### src/rtl/mac_pe_pkg.sv
// Shared definitions for the MAC PE control register file and its command driver.
// Holds the register map, CTRL bit positions, op encodings and the driver state enum.
package mac_pe_pkg;

    localparam logic [1:0] REG_CTRL = 2'd0;
    localparam logic [1:0] REG_X    = 2'd1;
    localparam logic [1:0] REG_Y    = 2'd2;
    localparam logic [1:0] REG_YOUT = 2'd3;

    localparam int CTRL_LOAD_WEIGHT = 0;
    localparam int CTRL_VALID_IN    = 1;

    localparam logic OP_LOAD    = 1'b0;
    localparam logic OP_COMPUTE = 1'b1;

    typedef enum logic [3:0] {
        IDLE,
        WR_X,
        WR_Y,
        CTRL_ON,
        CTRL_OFF,
        WAIT,
        RD_REQ,
        RD_WAIT,
        RESP
    } drv_state_t;

    // CTRL word that starts the given operation: one-hot on the matching bit.
    function automatic logic [31:0] ctrl_word(input logic op);
        ctrl_word = (op == OP_COMPUTE) ? (32'd1 << CTRL_VALID_IN) : (32'd1 << CTRL_LOAD_WEIGHT);
    endfunction

endpackage

### src/rtl/mac_pe_drv_cnt.sv
// Loadable down-counter with zero flag; shared by the PE-latency wait and the read timeout.
module mac_pe_drv_cnt #(
    parameter int W = 5
) (
    input  logic         clk,
    input  logic         rst_n,
    input  logic         load,
    input  logic [W-1:0] load_value,
    input  logic         dec,
    output logic         zero
);

    logic [W-1:0] count;

    always_ff @(posedge clk or negedge rst_n) begin
        if (!rst_n) begin
            count <= '0;
        end else if (load) begin
            count <= load_value;
        end else if (dec && (count != '0)) begin
            count <= count - W'(1);
        end
    end

    assign zero = (count == '0);

endmodule

### src/rtl/mac_pe_driver.sv
// Expands load-weight / compute commands into MAC PE register writes, waits the PE latency,
// reads back y_out and returns it (or a timeout error) on the result port.
module mac_pe_driver
    import mac_pe_pkg::*;
#(
    parameter int PE_LAT     = 2,
    parameter int RD_TIMEOUT = 16
) (
    input  logic        clk,
    input  logic        rst_n,
    input  logic        cmd_valid,
    output logic        cmd_ready,
    input  logic        cmd_op,
    input  logic [7:0]  cmd_x,
    input  logic [31:0] cmd_y,
    output logic        res_valid,
    input  logic        res_ready,
    output logic [31:0] res_data,
    output logic        res_err,
    output logic        busy,
    output logic [1:0]  reg_addr,
    output logic        reg_read,
    output logic        reg_write,
    output logic [31:0] reg_writedata,
    input  logic [31:0] reg_readdata,
    input  logic        reg_readdatavalid
);

    localparam int CNT_MAX = (PE_LAT > RD_TIMEOUT) ? PE_LAT : RD_TIMEOUT;
    localparam int CNT_W   = $clog2(CNT_MAX + 1);

    drv_state_t state, next_state;

    logic        op_q, nxt_op;
    logic [7:0]  x_q, nxt_x;
    logic [31:0] y_q, nxt_y;

    logic [1:0]  nxt_reg_addr;
    logic        nxt_reg_read, nxt_reg_write, nxt_res_valid, nxt_res_err;
    logic [31:0] nxt_reg_writedata, nxt_res_data;

    logic             cnt_load, cnt_dec, cnt_zero;
    logic [CNT_W-1:0] cnt_value;

    mac_pe_drv_cnt #(.W(CNT_W)) u_cnt (
        .clk        (clk),
        .rst_n      (rst_n),
        .load       (cnt_load),
        .load_value (cnt_value),
        .dec        (cnt_dec),
        .zero       (cnt_zero)
    );

    assign cmd_ready = (state == IDLE);
    assign busy      = (state != IDLE);

    always_ff @(posedge clk or negedge rst_n) begin
        if (!rst_n) begin
            state         <= IDLE;
            op_q          <= OP_LOAD;
            x_q           <= '0;
            y_q           <= '0;
            reg_addr      <= REG_CTRL;
            reg_read      <= 1'b0;
            reg_write     <= 1'b0;
            reg_writedata <= '0;
            res_valid     <= 1'b0;
            res_data      <= '0;
            res_err       <= 1'b0;
        end else begin
            state         <= next_state;
            op_q          <= nxt_op;
            x_q           <= nxt_x;
            y_q           <= nxt_y;
            reg_addr      <= nxt_reg_addr;
            reg_read      <= nxt_reg_read;
            reg_write     <= nxt_reg_write;
            reg_writedata <= nxt_reg_writedata;
            res_valid     <= nxt_res_valid;
            res_data      <= nxt_res_data;
            res_err       <= nxt_res_err;
        end
    end

    // Bus outputs are registered, so they are decoded from the state being entered.
    // Counters load N-1 so each waiting state lasts exactly N cycles.
    always_comb begin
        next_state        = state;
        nxt_op            = op_q;
        nxt_x             = x_q;
        nxt_y             = y_q;
        nxt_res_data      = res_data;
        nxt_res_err       = res_err;
        nxt_res_valid     = 1'b0;
        nxt_reg_addr      = REG_CTRL;
        nxt_reg_read      = 1'b0;
        nxt_reg_write     = 1'b0;
        nxt_reg_writedata = '0;
        cnt_load          = 1'b0;
        cnt_value         = '0;
        cnt_dec           = 1'b0;

        case (state)
            IDLE: begin
                if (cmd_valid) begin
                    nxt_op     = cmd_op;
                    nxt_x      = cmd_x;
                    nxt_y      = cmd_y;
                    next_state = WR_X;
                end
            end
            WR_X:    next_state = (op_q == OP_COMPUTE) ? WR_Y : CTRL_ON;
            WR_Y:    next_state = CTRL_ON;
            CTRL_ON: next_state = CTRL_OFF;
            CTRL_OFF: begin
                if (op_q == OP_COMPUTE) begin
                    next_state = WAIT;
                    cnt_load   = 1'b1;
                    cnt_value  = CNT_W'(PE_LAT - 1);
                end else begin
                    next_state = IDLE;
                end
            end
            WAIT: begin
                if (cnt_zero) begin
                    next_state = RD_REQ;
                end else begin
                    cnt_dec = 1'b1;
                end
            end
            RD_REQ: begin
                next_state = RD_WAIT;
                cnt_load   = 1'b1;
                cnt_value  = CNT_W'(RD_TIMEOUT - 1);
            end
            RD_WAIT: begin
                if (reg_readdatavalid) begin
                    nxt_res_data = reg_readdata;
                    nxt_res_err  = 1'b0;
                    next_state   = RESP;
                end else if (cnt_zero) begin
                    nxt_res_data = '0;
                    nxt_res_err  = 1'b1;
                    next_state   = RESP;
                end else begin
                    cnt_dec = 1'b1;
                end
            end
            RESP: begin
                if (res_ready) begin
                    next_state = IDLE;
                end
            end
            default: next_state = IDLE;
        endcase

        case (next_state)
            WR_X: begin
                nxt_reg_write     = 1'b1;
                nxt_reg_addr      = REG_X;
                nxt_reg_writedata = {24'd0, nxt_x};
            end
            WR_Y: begin
                nxt_reg_write     = 1'b1;
                nxt_reg_addr      = REG_Y;
                nxt_reg_writedata = nxt_y;
            end
            CTRL_ON: begin
                nxt_reg_write     = 1'b1;
                nxt_reg_addr      = REG_CTRL;
                nxt_reg_writedata = ctrl_word(nxt_op);
            end
            CTRL_OFF: begin
                nxt_reg_write     = 1'b1;
                nxt_reg_addr      = REG_CTRL;
                nxt_reg_writedata = '0;
            end
            RD_REQ: begin
                nxt_reg_read = 1'b1;
                nxt_reg_addr = REG_YOUT;
            end
            RESP:    nxt_res_valid = 1'b1;
            default: ;
        endcase
    end

endmodule

### config.mk
export PLATFORM = sky130hd
export DESIGN_NAME = mac_pe_driver
export DESIGN_NICKNAME = d
export VERILOG_FILES = /design/src/rtl/mac_pe_pkg.sv /design/src/rtl/mac_pe_drv_cnt.sv /design/src/rtl/mac_pe_driver.sv
export SDC_FILE = /design/constraint.sdc
export NUM_CORES = 1
export LEC_CHECK = 0
export ABC_AREA = 1
export BUFFER_PORTS_ARGS = -buffer_cell sky130_fd_sc_hd__buf_2
export CORE_MARGIN = 4
export CORE_UTILIZATION = 45
export CTS_CLUSTER_SIZE = 14
export DETAILED_ROUTE_END_ITERATION = 16
export PLACE_DENSITY = 0.76
export SLEW_MARGIN = 10
export SYNTH_ARGS = -nofsm -noshare
export SYNTH_HDL_FRONTEND = slang
export SYNTH_SLANG_ARGS = --single-unit
### constraint.sdc
create_clock -name clk -period 1.7 [get_ports clk]
set_clock_uncertainty 0.1 [all_clocks]
set_input_delay 0.085 -clock clk [delete_from_list [all_inputs] [get_ports clk]]
set_output_delay 0.085 -clock clk [all_outputs]
set_load 0.01 [all_outputs]
==> flow_summary.ini <==
[worst_hold_path]
hold_path_class = primary input to register

[critical_path]
cp.required_ns = 1.85
critPathKind = register to register
crit_chain = inv_2 -> ha_4 -> inv_2 -> nor2_4 -> nand2_4 -> buf_4 -> nand2_4 -> nand2_4 -> buf_12 -> clkbuf_16 -> a22o_1
cp-start-kind = register
crit_top_cell = nand2_4
path_delay_family = buffers and inverters
path_buf_inv = 5
cp-end-kind = register
cp_slowest_stage_delay_ns = 0.40
cp_slowest_cell = dfrtp_1
cp.arrival_ns = 2.07
cp_max_fo = 17

[yosys]
synth.cell_area_um2 = 4380
yosys_warnings = 0
synth_top_cell_by_area = dfrtp_1
yosysSeqAreaShare_pct = 64.1
synthTopCellsByArea = dfrtp_1, a22o_1, nand2_1, inv_1, or2_2
synth.top_cell.area_share_pct = 64.1
synth.distinct_cells = 28
ys_seq_elements = 112
synth_nets = 486
syn_avg_cell_area_um2 = 10.8
synth_cells = 406

[final_layout]
area_growth_pct = 60.8
fin_util_pct = 75.1
fin_nets = 750
drive_above_1_share_pct = 47.4
fill_cells = 582
diodes = 0

[outcome]
violations = setup timing
status = finished with violations

[floorplan]
die_w_um = 107
die_y_um = 107
rows = 35
fp.dieArea_um2 = 11400
start_util_pct = 46.7
core-area_um2 = 9370
ios = 150

[power]
irDropWorstVdd_mv = 0.951
p_leak_uw = 0.00370
cellPowerDensity_nw_per_um2 = 1750
totalPowerFinal_uw = 12300

[cts]
cts-root-buf = clkbuf_8
worstSkewPairLatency_ns = 0.37
htree_levels = 3
cts_inserted_buffers = 9
clk_pin_slew_ns = 0.10
cts_sinks = 112
cts_tree = done
clockBufferDepth = 2

[global_routing]
met1_usage_pct = 28.1
antenna_found_initial = 0
grt.overflow.total = 0
grt_use_total_pct = 22.6
grt.busiest_layer = met2
grt_max_degree = 44
grt_pass1_vias = 4191
met2_usage_pct = 39.7
grt.met3_usage_pct = 5.60
grt_pass1_wl_mm = 20.6

[timing]
rsz0062_at_grt = true
slew_headroom_pct = 66.1
worst_pin_slew_ns = 0.508
hold_violations = 0
period_needed_ns = 1.92
fmax_ghz = 0.521
setup_viol = 74
period_share_pct = 113
final.setup.tns_ns = -11.20
worst_slack_ns = -0.221
slew_viol_final = 0

[place]
place_congestion = 0.928
portBuffers = 149
dp_slack_ns = -0.205
dp_hpwl_mm = 7.55

[drt]
drc = 0
drt_iter0_markers = 259
drt-vias-per-instance = 4.99
ant_nets = 0
drt-total-wl_mm = 13.7
routedWlPerCell_um = 17.1
vias = 4010
first_pass_iters = 4

[job]
max_cap_viol_count = 0
[layer usage]
layer,vias to the layer above,wire (µm)
met4,0,178
li1,1830,-
met2,170,7210
met3,17,951
met5,-,0
met1,1993,5370
[path summary, 6_finish.rpt]
kind / startpoint / end / slack (ns) / depth (start not counted)
worst min-delay path: cmd_valid / state[0]$_DFF_PN0_ / 0.08 / 5
worst max register to register: u_cnt.count[0]$_DFFE_PN0P_ / res_data[17]$_DFFE_PN0P_ / -0.22 / 11
min in group asynchronous: rst_n / y_q[0]$_DFF_PN0_ / 0.13 / 2
worst max-delay path: u_cnt.count[0]$_DFFE_PN0P_ / res_data[17]$_DFFE_PN0P_ / -0.22 / 11
worst min register to register: res_data[9]$_DFFE_PN0P_ / res_data[9]$_DFFE_PN0P_ / 0.41 / 1
max in group asynchronous: rst_n / y_q[19]$_DFF_PN0_ / 0.71 / 3
[cell usage after synthesis, drive strengths merged]
library cell / count
dfrtp: 112
nand2: 72
inv: 45
nor2: 44
a22o: 32
o21ai: 31
or2: 24
nand3: 17
buf: 9
clkbuf: 8
a21oi: 3
ha: 2
xnor2: 2
a21boi: 1
and2: 1
nand3b: 1
o2111ai: 1
o211ai: 1
[stage by stage]
step | std cells | instance area, µm² | hold slack (ns)
6_report | 804 | 7040 | 0.0807
5_1_grt | 804 | 7040 | 0.0872
4_1_cts | 797 | 6630 | 0.0556
3_5_place_dp | 694 | 5440 | -0.0173
3_3_place_gp | 694 | 5440 | -0.0254
2_1_floorplan | 406 | 4390 | -0.311
[worst register-to-register path, delay by kind of cell (launching register included)]
family,cells,cell delay [ns]
AO/OA/AOI/OAI,1,0.20
adder cells (fa/ha/maj),1,0.13
flip-flops,1,0.40
buffers and inverters,5,0.60
AND/OR/NAND/NOR,4,0.37
[power by group]
part | switching, µW | internal [µW] | leakage (µW)
clock | 929 | 640 | 0.0000993
sequential | 422 | 3710 | 0.00140
combinational | 3760 | 2820 | 0.00220
[state kept, by name, summed over array words and instances (netlist names)]
signal	cells
op_q	1
reg_addr	2
reg_read	1
reg_write	1
reg_writedata	32
res_data	32
res_err	1
res_valid	1
state	4
u_cnt.count	5
y_q	32
[cells by family after synthesis]
logic type	synth area share (%)
AO/OA/AOI/OAI	11.0
buffers and inverters	5.95
AND/OR/NAND/NOR	18.1
XOR/XNOR	0.400
adder cells (fa/ha/maj)	0.572
flip-flops	64.1
[cell type report]
cell class | count | area (µm²) | area share, %
repair buffers | 267 | 1980 | 28.2
clock inverters | 5 | 50.0 | 0.711
multi-input cells | 235 | 1720 | 24.4
well taps | 129 | 161 | 2.29
clock buffers | 11 | 151 | 2.15
inverters | 45 | 169 | 2.40
flip-flops and latches | 112 | 2800 | 39.8
[cells in the final DEF, fill, tap and decap left out, drive strengths merged, types with 3 or more instances in the layout]
cell type    count
buf            188
a21oi            3
a22o            32
dfrtp          112
clkbuf          14
nor2            44
inv             47
nand2           75
or2             24
o21ai           31
nand3           17
dlygate4sd3     76
[repair_timing]
action,4_1_cts,5_1_grt
setup buffers,7,5
cloned,4,3
endpoints found under the setup margin,37,87
gates resized for setup,28,78
pin swaps,13,23
hold buffers,76,0
endpoints found under the hold margin,192,0
Power figures use the tool's default switching activity.
